[src/rtl/serdesphy_ana_tx_word_feeder_pkg.sv]
// Shared serdesphy TX definitions: default burst/idle words, sync burst
// length and the state encodings used by the word feeder FSMs.
package serdesphy_ana_tx_word_feeder_pkg;

    localparam int unsigned TX_WORD_W     = 16;
    localparam logic [15:0] TX_SYNC_WORD  = 16'hF0F0;
    localparam logic [15:0] TX_IDLE_WORD  = 16'hAAAA;
    localparam int unsigned TX_SYNC_COUNT = 8;

    typedef enum logic [1:0] {
        MAIN_DISABLED = 2'd0,
        MAIN_SYNC     = 2'd1,
        MAIN_RUN      = 2'd2
    } main_state_e;

    typedef enum logic [1:0] {
        HS_READY     = 2'd0,
        HS_WAIT_LOW  = 2'd1,
        HS_WAIT_HIGH = 2'd2
    } hs_state_e;

endpackage

[src/rtl/serdesphy_ana_tx_word_feeder_fifo.sv]
// Single-clock word FIFO with registered occupancy; flush empties it and
// overrides any same-cycle write or read.
module serdesphy_tx_word_fifo
    import serdesphy_ana_tx_word_feeder_pkg::*;
#(
    parameter int unsigned DEPTH = 4,
    parameter int unsigned WIDTH = TX_WORD_W
) (
    input  logic                   clk,
    input  logic                   rst_n,
    input  logic                   flush,
    input  logic                   wr_en,
    input  logic                   rd_en,
    input  logic [WIDTH-1:0]       wr_data,
    output logic [WIDTH-1:0]       rd_data,
    output logic [$clog2(DEPTH):0] level,
    output logic                   full,
    output logic                   empty
);

    localparam int unsigned AW = $clog2(DEPTH);
    localparam int unsigned LW = AW + 1;
    localparam logic [LW-1:0] DEPTH_L = LW'(DEPTH);
    localparam logic [LW-1:0] LVL_ONE = LW'(1);
    localparam logic [AW-1:0] PTR_ONE = AW'(1);

    logic [WIDTH-1:0] mem_q [DEPTH];
    logic [AW-1:0]    wr_ptr_q, wr_ptr_d;
    logic [AW-1:0]    rd_ptr_q, rd_ptr_d;
    logic [LW-1:0]    level_q, level_d;
    logic             do_wr, do_rd;

    always_comb begin
        full    = (level_q == DEPTH_L);
        empty   = (level_q == '0);
        level   = level_q;
        rd_data = mem_q[rd_ptr_q];
        do_wr   = wr_en && !full && !flush;
        do_rd   = rd_en && !empty && !flush;

        wr_ptr_d = do_wr ? wr_ptr_q + PTR_ONE : wr_ptr_q;
        rd_ptr_d = do_rd ? rd_ptr_q + PTR_ONE : rd_ptr_q;
        case ({do_wr, do_rd})
            2'b10:   level_d = level_q + LVL_ONE;
            2'b01:   level_d = level_q - LVL_ONE;
            default: level_d = level_q;
        endcase
        if (flush) begin
            wr_ptr_d = '0;
            rd_ptr_d = '0;
            level_d  = '0;
        end
    end

    always_ff @(posedge clk or negedge rst_n) begin
        if (!rst_n) begin
            wr_ptr_q <= '0;
            rd_ptr_q <= '0;
            level_q  <= '0;
        end else begin
            wr_ptr_q <= wr_ptr_d;
            rd_ptr_q <= rd_ptr_d;
            level_q  <= level_d;
        end
    end

    always_ff @(posedge clk) begin
        if (do_wr) mem_q[wr_ptr_q] <= wr_data;
    end

endmodule

[src/rtl/serdesphy_ana_tx_word_feeder.sv]
// TX word feeder: sends sync bursts, then FIFO words (or idle fill) to the
// serializer using a ready-low-high handshake per word.
module serdesphy_ana_tx_word_feeder
    import serdesphy_ana_tx_word_feeder_pkg::*;
#(
    parameter int unsigned FIFO_DEPTH = 4,
    parameter logic [15:0] SYNC_WORD  = TX_SYNC_WORD,
    parameter logic [15:0] IDLE_WORD  = TX_IDLE_WORD,
    parameter int unsigned SYNC_COUNT = TX_SYNC_COUNT
) (
    input  logic                        clk_240m,
    input  logic                        rst_n,
    input  logic                        enable,
    input  logic                        sync_req,
    input  logic                        wr_valid,
    input  logic [15:0]                 wr_data,
    output logic                        wr_ready,
    input  logic                        ser_data_ready,
    input  logic                        ser_busy,
    output logic                        ser_load,
    output logic [15:0]                 ser_parallel,
    output logic [$clog2(FIFO_DEPTH):0] fifo_level,
    output logic                        sync_active,
    output logic                        overflow_err
);

    localparam logic [7:0] SYNC_LAST = 8'(SYNC_COUNT - 1);

    main_state_e main_q, main_d;
    hs_state_e   hs_q, hs_d;
    logic [7:0]  sync_cnt_q, sync_cnt_d;
    logic        ser_load_q, ser_load_d;
    logic [15:0] ser_parallel_q, ser_parallel_d;
    logic        overflow_q, overflow_d;

    logic        issue, fifo_flush, fifo_wr, fifo_rd;
    logic        fifo_full, fifo_empty;
    logic [15:0] fifo_head;

    serdesphy_tx_word_fifo #(
        .DEPTH (FIFO_DEPTH),
        .WIDTH (16)
    ) u_fifo (
        .clk     (clk_240m),
        .rst_n   (rst_n),
        .flush   (fifo_flush),
        .wr_en   (fifo_wr),
        .rd_en   (fifo_rd),
        .wr_data (wr_data),
        .rd_data (fifo_head),
        .level   (fifo_level),
        .full    (fifo_full),
        .empty   (fifo_empty)
    );

    always_ff @(posedge clk_240m or negedge rst_n) begin
        if (!rst_n) begin
            main_q         <= MAIN_DISABLED;
            hs_q           <= HS_READY;
            sync_cnt_q     <= '0;
            ser_load_q     <= 1'b0;
            ser_parallel_q <= '0;
            overflow_q     <= 1'b0;
        end else begin
            main_q         <= main_d;
            hs_q           <= hs_d;
            sync_cnt_q     <= sync_cnt_d;
            ser_load_q     <= ser_load_d;
            ser_parallel_q <= ser_parallel_d;
            overflow_q     <= overflow_d;
        end
    end

    always_comb begin
        main_d     = main_q;
        hs_d       = hs_q;
        sync_cnt_d = sync_cnt_q;
        if (!enable) begin
            main_d     = MAIN_DISABLED;
            hs_d       = HS_READY;
            sync_cnt_d = '0;
        end else begin
            case (main_q)
                MAIN_DISABLED: begin
                    main_d     = MAIN_SYNC;
                    sync_cnt_d = '0;
                end
                MAIN_SYNC: begin
                    if (sync_req) begin
                        sync_cnt_d = '0;
                    end else if (issue) begin
                        if (sync_cnt_q == SYNC_LAST) begin
                            main_d     = MAIN_RUN;
                            sync_cnt_d = '0;
                        end else begin
                            sync_cnt_d = sync_cnt_q + 8'd1;
                        end
                    end
                end
                MAIN_RUN: begin
                    // Outstanding word stays in ser_parallel; the next issue is a sync word.
                    if (sync_req) begin
                        main_d     = MAIN_SYNC;
                        sync_cnt_d = '0;
                    end
                end
                default: main_d = MAIN_DISABLED;
            endcase

            case (hs_q)
                HS_READY:     if (issue)           hs_d = HS_WAIT_LOW;
                HS_WAIT_LOW:  if (!ser_data_ready) hs_d = HS_WAIT_HIGH;
                HS_WAIT_HIGH: if (ser_data_ready)  hs_d = HS_READY;
                default:                           hs_d = HS_READY;
            endcase
            if (main_q == MAIN_DISABLED) hs_d = HS_READY;
        end
    end

    always_comb begin
        issue = enable && (main_q == MAIN_SYNC || main_q == MAIN_RUN) &&
                (hs_q == HS_READY) && ser_data_ready && !ser_busy;
        fifo_flush = !enable || (main_q == MAIN_DISABLED);
        wr_ready   = (main_q != MAIN_DISABLED) && !fifo_full;
        fifo_wr    = wr_valid && wr_ready;
        fifo_rd    = issue && (main_q == MAIN_RUN) && !fifo_empty;

        ser_load_d     = issue;
        ser_parallel_d = ser_parallel_q;
        if (fifo_flush) begin
            ser_parallel_d = '0;
        end else if (issue) begin
            if (main_q == MAIN_SYNC)  ser_parallel_d = SYNC_WORD;
            else if (fifo_empty)      ser_parallel_d = IDLE_WORD;
            else                      ser_parallel_d = fifo_head;
        end

        overflow_d = overflow_q;
        if (fifo_flush)                 overflow_d = 1'b0;
        else if (wr_valid && !wr_ready) overflow_d = 1'b1;

        ser_load     = ser_load_q;
        ser_parallel = ser_parallel_q;
        sync_active  = (main_q == MAIN_SYNC);
        overflow_err = overflow_q;
    end

endmodule

[config.mk]
export PLATFORM = sky130hd
export DESIGN_NAME = serdesphy_ana_tx_word_feeder
export DESIGN_NICKNAME = d
export VERILOG_FILES = /design/src/rtl/serdesphy_ana_tx_word_feeder_pkg.sv /design/src/rtl/serdesphy_ana_tx_word_feeder_fifo.sv /design/src/rtl/serdesphy_ana_tx_word_feeder.sv
export SDC_FILE = /design/constraint.sdc
export NUM_CORES = 1
export LEC_CHECK = 0
export ABC_CLOCK_PERIOD_IN_PS = 3000
export CAP_MARGIN = 10
export CELL_PAD_IN_SITES_DETAIL_PLACEMENT = 0
export CELL_PAD_IN_SITES_GLOBAL_PLACEMENT = 2
export CORE_AREA = 2 2 103 115
export DETAILED_ROUTE_END_ITERATION = 10
export DIE_AREA = 0 0 105 117
export PLACE_DENSITY = 0.77
export SLEW_MARGIN = 15
export SYNTH_ARGS = -nofsm -noshare
export SYNTH_HDL_FRONTEND = slang
export SYNTH_SLANG_ARGS = --single-unit
[constraint.sdc]
create_clock -name clk_240m -period 3 [get_ports clk_240m]
set_input_delay 0.45 -clock clk_240m [delete_from_list [all_inputs] [get_ports clk_240m]]
set_output_delay 0.45 -clock clk_240m [all_outputs]
set_load 0.05 [all_outputs]
# After elaboration in Yosys (flattened, before gate mapping)
# Memory sizes are Yosys's and may differ from the RTL's.
# Cells that the tools add are included.
# op_classes
addsub	5
eq_ne	17
n_mux	32
reduce_logical	33
# ops
op	n
$mux 16	4
$mux 8	5
$mux 2	14
$pmux 8 s3	1
$logic_and 1x1->1	13
$ne 4x4->1 const B	3
$pmux 2 s3	2
$reduce_bool 2->1	5
$add 8x1->8 const B	1
$eq 8x3->1 const B	1
$eq 2x1->1 const B	3
$eq 2x2->1 const B	3
$logic_not 1->1	6
$ne 3x2->1 const B	2
$ne 3x3->1 const B	2
$pmux 3 s2	1
$reduce_and 3->1	2
$add 2x1->2 const B	2
$logic_not 2->1	2
$mux 1	4
$ne 4x1->1 const B	1
$ne 4x3->1 const B	1
$reduce_and 4->1	1
$add 3x1->3 const B	1
6 further kinds	7
# word_totals
ff_bits	37
mem_bits_rw	64
in_bits	23
output_inout_bits	23
elab_cells	97
memories	1
# memory_table
memory	depth	word_bits	read_ports	rd_ports_with_merged_regs	wr	line	text
u_fifo.mem_q	4	16	1	0	1	serdesphy_ana_tx_word_feeder_fifo.sv:27	logic [WIDTH-1:0] mem_q [DEPTH];

# Depth between registers and ports, before layout
# depth
word_depth	13
mapped_depth	10
mapped_depth_nobuf	9

# Modules after synthesis
# Synthesis repeated with hierarchy kept, for this count alone.
# hier_totals
hier_cells	318
area_unflattened_um2	4426.7
# by_module_without_submodules
mod	n_inst	cells_per_inst	area_each_um2	seq_area_each_um2
serdesphy_tx_word_fifo	1	150	2862.7	2097.0
serdesphy_ana_tx_word_feeder	1	168	1564.0	750.7

# Worst setup path after synthesis
# Ideal clock, no wire load.
# synth_timing
kind	flip-flop to flip-flop
start	reg u_fifo.level_q[1], in the netlist u_fifo.level[1]
end	reg u_fifo.level_q[2], in the netlist u_fifo.level[2]
setup_ns	0.079
t_arrival_ns	2.258
required_time_ns	2.921
path_slack_ns	0.663
path_stages_with_launch	9
path_buffers	1
period_less_slack_ns	2.337
cell_sequence	dfrtp_1 -> o31a_1 -> and3_1 -> buf_4 -> nor3b_1 -> fa_1 -> and3_1 -> mux2i_1 -> mux2i_1
# synth_between
elab_chain_len	9
elab_cells_between_ends	18
classes_between	add/sub: 2; eq/ne: 3; mux: 2; reduce/logical: 11
# synth_rtl
element	line	text
start, declared	serdesphy_ana_tx_word_feeder_fifo.sv:30	logic [LW-1:0] level_q, level_d;
start signal, assigned	serdesphy_ana_tx_word_feeder_fifo.sv:63	level_q <= level_d;
$eq 3x3->1	serdesphy_ana_tx_word_feeder_fifo.sv:34	full = (level_q == DEPTH_L);
$logic_not 1->1	serdesphy_ana_tx_word_feeder_fifo.sv:38, serdesphy_ana_tx_word_feeder.sv:124	
$logic_and 1x1->1	serdesphy_ana_tx_word_feeder.sv:124	wr_ready = (main_q != MAIN_DISABLED) && !fifo_full;
$logic_and 1x1->1	serdesphy_ana_tx_word_feeder.sv:125	fifo_wr = wr_valid && wr_ready;
$logic_and 1x1->1 (2 in series)	serdesphy_ana_tx_word_feeder_fifo.sv:38	do_wr = wr_en && !full && !flush;
$eq 2x1->1 / $eq 2x2->1 (equally long branches)	serdesphy_ana_tx_word_feeder_fifo.sv:43	case ({do_wr, do_rd})
$pmux 3 s2	serdesphy_ana_tx_word_feeder_fifo.sv:43	
$mux 3	serdesphy_ana_tx_word_feeder_fifo.sv:48	if (flush) begin
# Several ways; a longest one is shown, not always the timed one.
# A chain may end at the register's enable or synchronous reset.

# Final worst setup path
# layout_timing
start	reg main_q[0]
end	out wr_ready
# layout_between
elab_chain_len	2
# layout_rtl
element	line	text
start, declared	serdesphy_ana_tx_word_feeder.sv:29	main_state_e main_q, main_d;
start signal, assigned	serdesphy_ana_tx_word_feeder.sv:65	main_q <= main_d;
$reduce_bool 2->1	serdesphy_ana_tx_word_feeder.sv:124	
$logic_and 1x1->1	serdesphy_ana_tx_word_feeder.sv:124	
end, declared	serdesphy_ana_tx_word_feeder.sv:17	output logic wr_ready,
# Every way passes these cells.

==> results.py <==
metrics = {
    "setup_path": {
        "critical_path.max_stage_delay_ns": 0.78,
        "crit_path_cell_trace": "inv_1 > ha_1 > or2b_1 > inv_1 > clkdlybuf4s50_1",
        "worst_r2r_path_depth": 9,
        "slowest_stage": "clkdlybuf4s50_1",
        "r2r_end": "u_fifo.level[2]",
        "worst_ep_required_time_ns": 2.55,
        "start_kind": "flip-flop",
        "timing.rr.start": "main_q[0]",
        "crit_fanout": 6,
        "crit_top_cell": "inv_1",
        "r2r_slack_ns": 0.64,
        "cp.arrival_ns": 2.18,
        "crit_type": "reg -> out",
        "endpoint_kind": "output port",
    },
    "cells_and_area": {
        "final_nets": 382,
        "fin_cells": 504,
        "drive_gt1_share_pct": 14.7,
        "syn_to_final_growth_pct": 21.4,
        "diodes": 0,
    },
    "sta": {
        "setup_viol": 0,
        "slew-limit-headroom_pct": 40.1,
        "fin_tns_setup_ns": 0,
        "fin_crit_ns": 2.63,
        "finalHoldViolCount": 0,
        "max_freq_mhz": 381,
        "fin_worst_skew_ns": 0.00736,
        "worst_pin_slew_ns": 0.899,
        "rsz0062_at_grt": "no",
        "fin_crit_sh_pct": 87.6,
        "slew_viol_final": 0,
    },
    "route": {
        "drt_pass1_iterations": 4,
        "final_antenna_net_count": 0,
        "viasPerCell": 5.07,
        "drc_errors": 0,
        "drtIter0Drc": 191,
        "wl_mm": 8.57,
        "wl_per_cell_um": 17.0,
        "vias": 2554,
    },
    "clocking": {
        "clk_latency_ns": 0.34,
        "hold_buffers": 0,
        "cts_root_buffer": "clkbuf_16",
        "htreeDepth": 3,
        "post_cts_buffers": 0,
        "clk_pin_slew_ns": 0.07,
        "cts_resized": 0,
        "cts_buffers": 9,
        "cts_tree": "built",
        "clock_sinks": 101,
        "cts_buffer_depth": 2,
    },
    "synthesis": {
        "synth.area.top_cells": "edfxtp_1, dfrtp_1, mux4_2, ha_1, nand2_1",
        "ys_seq_elements": 101,
        "async_reset_ff_share_pct": 36.6,
        "syn-num-nets": 327,
        "synth_top_area_share_pct": 44.1,
        "syn-cell-area_um2": 4360,
        "ys_seq_area_share_pct": 65.3,
        "syn_avg_cell_area_um2": 14.8,
        "syn_inst": 294,
        "synth_largest_area_cell": "edfxtp_1",
        "synth_ff_type": "edfxtp_1",
        "ys_types": 47,
        "synth_edf_count": 64,
        "yosys_warnings": 0,
    },
    "placed_design": {
        "io_buffers": 45,
        "dp_hpwl_mm": 5.66,
        "gp_congestion": 0.795,
        "dpl.cell_count": 488,
    },
    "global_routing": {
        "grt_use_total_pct": 15.0,
        "grt_busiest_layer": "met2",
        "grt.met2_usage_pct": 26.4,
        "antenna_found_initial": 0,
        "grt_max_degree": 38,
        "grt_pass1_vias": 2651,
        "grtUsageMet1_pct": 18.4,
        "grt_pass1_wl_mm": 13.8,
        "grt_overflow": 0,
        "met3_usage_pct": 2.88,
    },
    "floorplan": {
        "core_um2": 11200,
        "die_area_um2": 12300,
        "die_w_um": 105,
        "die_h_um": 117,
        "pin_count": 46,
        "fp-row-count": 41,
        "initial_core_util_pct": 39.0,
    },
    "status": {
        "status": "completed",
    },
    "power_and_ir_drop": {
        "total_leakage_power_uw": 0.00196,
        "power_density_nw_per_um2": 562,
        "ir_drop_mv": 0.260,
    },
    "worst_hold_path": {
        "hold_class": "in -> async",
    },
    "job": {
        "maxCapViolCount": 0,
    },
}
[metal layers]
layer	routed length, um	up-vias
li1	-	1218
met1	3830	1298
met2	4440	29
met4	114	0
met5	0	-
met3	186	9
[worst max-delay path by stage]
stage / slack [ns] / from / end
6_report: 0.37 / main_q[0] / wr_ready
5_1_grt: 0.24 / main_q[0] / wr_ready
4_1_cts: 0.33 / main_q[0] / wr_ready
3_5_place_dp: 0.44 / ser_data_ready / u_fifo.level[2]
3_3_place_gp: 0.50 / ser_busy / u_fifo.level[2]
2_1_floorplan: 0.66 / u_fifo.level[1] / u_fifo.level[2]
[report_power, final]
group / switching (uW) / leakage [uW] / internal (uW) / total [uW]
sequential: 12.1 / 0.00109 / 1500 / 1510
clock: 498 / 0.000145 / 652 / 1150
combinational: 191 / 0.000723 / 122 / 313
total: 701 / 0.00196 / 2270 / 2970
[critical path: cells and delay by family (launching register included)]
kind	cells	cell delay [ns]
flip-flops	1	0.39
adder cells (fa/ha/maj)	1	0.28
AND/OR/NAND/NOR	1	0.26
buffers and inverters	3	0.90
[cells in the final DEF, fill, tap and decap left out, types with 6 or more instances in the layout]
cell,count
o31ai_1,7
mux4_2,16
and3_1,6
a21oi_1,7
mux2i_1,6
buf_4,13
ha_1,9
clkbuf_16,9
edfxtp_1,64
nor2_1,20
inv_1,8
clkdlybuf4s50_1,44
nand2_1,24
dfrtp_1,37
o21ai_0,14
[sequential cells by signal (all words and copies together), names as in the netlist]
register         flops
hs_q                 2
ser_parallel        16
u_fifo.rd_ptr_q      2
sync_cnt_q           8
u_fifo.level         3
u_fifo.mem_q        64
ser_load             1
overflow_err         1
u_fifo.wr_ptr_q      2
main_q               2
[cell type report]
cell class | count | area [um^2]
clock buffers | 11 | 233
flip-flops and latches | 101 | 2850
multi-input cells | 171 | 1390
clock inverters | 5 | 60.1
inverters | 8 | 30.0
well taps | 150 | 188
fillers | 1027 | 5890
repair buffers | 58 | 543
[cell usage after synthesis, types with 2 or more instances]
| master | instances |
|---|---|
| a211o_1 | 2 |
| a211oi_1 | 3 |
| a21oi_1 | 7 |
| a21oi_2 | 2 |
| a22o_1 | 5 |
| a32o_1 | 2 |
| and3_1 | 6 |
| buf_2 | 4 |
| buf_4 | 5 |
| buf_6 | 2 |
| clkbuf_1 | 3 |
| dfrtp_1 | 37 |
| edfxtp_1 | 64 |
| ha_1 | 9 |
| inv_1 | 8 |
| mux2i_1 | 6 |
| mux4_2 | 16 |
| nand2_1 | 24 |
| nand2b_1 | 5 |
| nand3_1 | 5 |
| nand3b_1 | 2 |
| nor2_1 | 20 |
| nor2b_1 | 3 |
| nor3_1 | 3 |
| o21ai_0 | 14 |
| o22ai_1 | 3 |
| o31ai_1 | 7 |
| or3_1 | 4 |
| or3b_1 | 2 |
| xnor2_1 | 4 |
[per-stage QoR]
step / setup slack [ns] / util (%) / hold slack (ns) / power (uW) / area (um^2)
final: 0.372 / 47.3 / 0.235 / 2970 / 5290
after global routing: 0.242 / 47.3 / 0.318 / 3100 / 5290
after CTS: 0.334 / 47.3 / 0.268 / 3020 / 5290
after detailed placement: 0.441 / 44.7 / 0.466 / 1860 / 5000
after global placement: 0.499 / 44.7 / 0.472 / 1860 / 5000
after floorplan: 0.663 / - / 0.154 / 1730 / 4360
[logic make-up after synthesis]
| group | synth area share, % |
|---|---|
| buffers and inverters | 2.79 |
| xor gates and xnor gates | 1.18 |
| AOI/OAI and AO/OA | 7.75 |
| and+or+nand+nor | 10.3 |
| muxes | 9.65 |
| adders and majority gates | 3.04 |
| DFF | 65.3 |
Note: power is estimated with default switching activity, not from simulation.
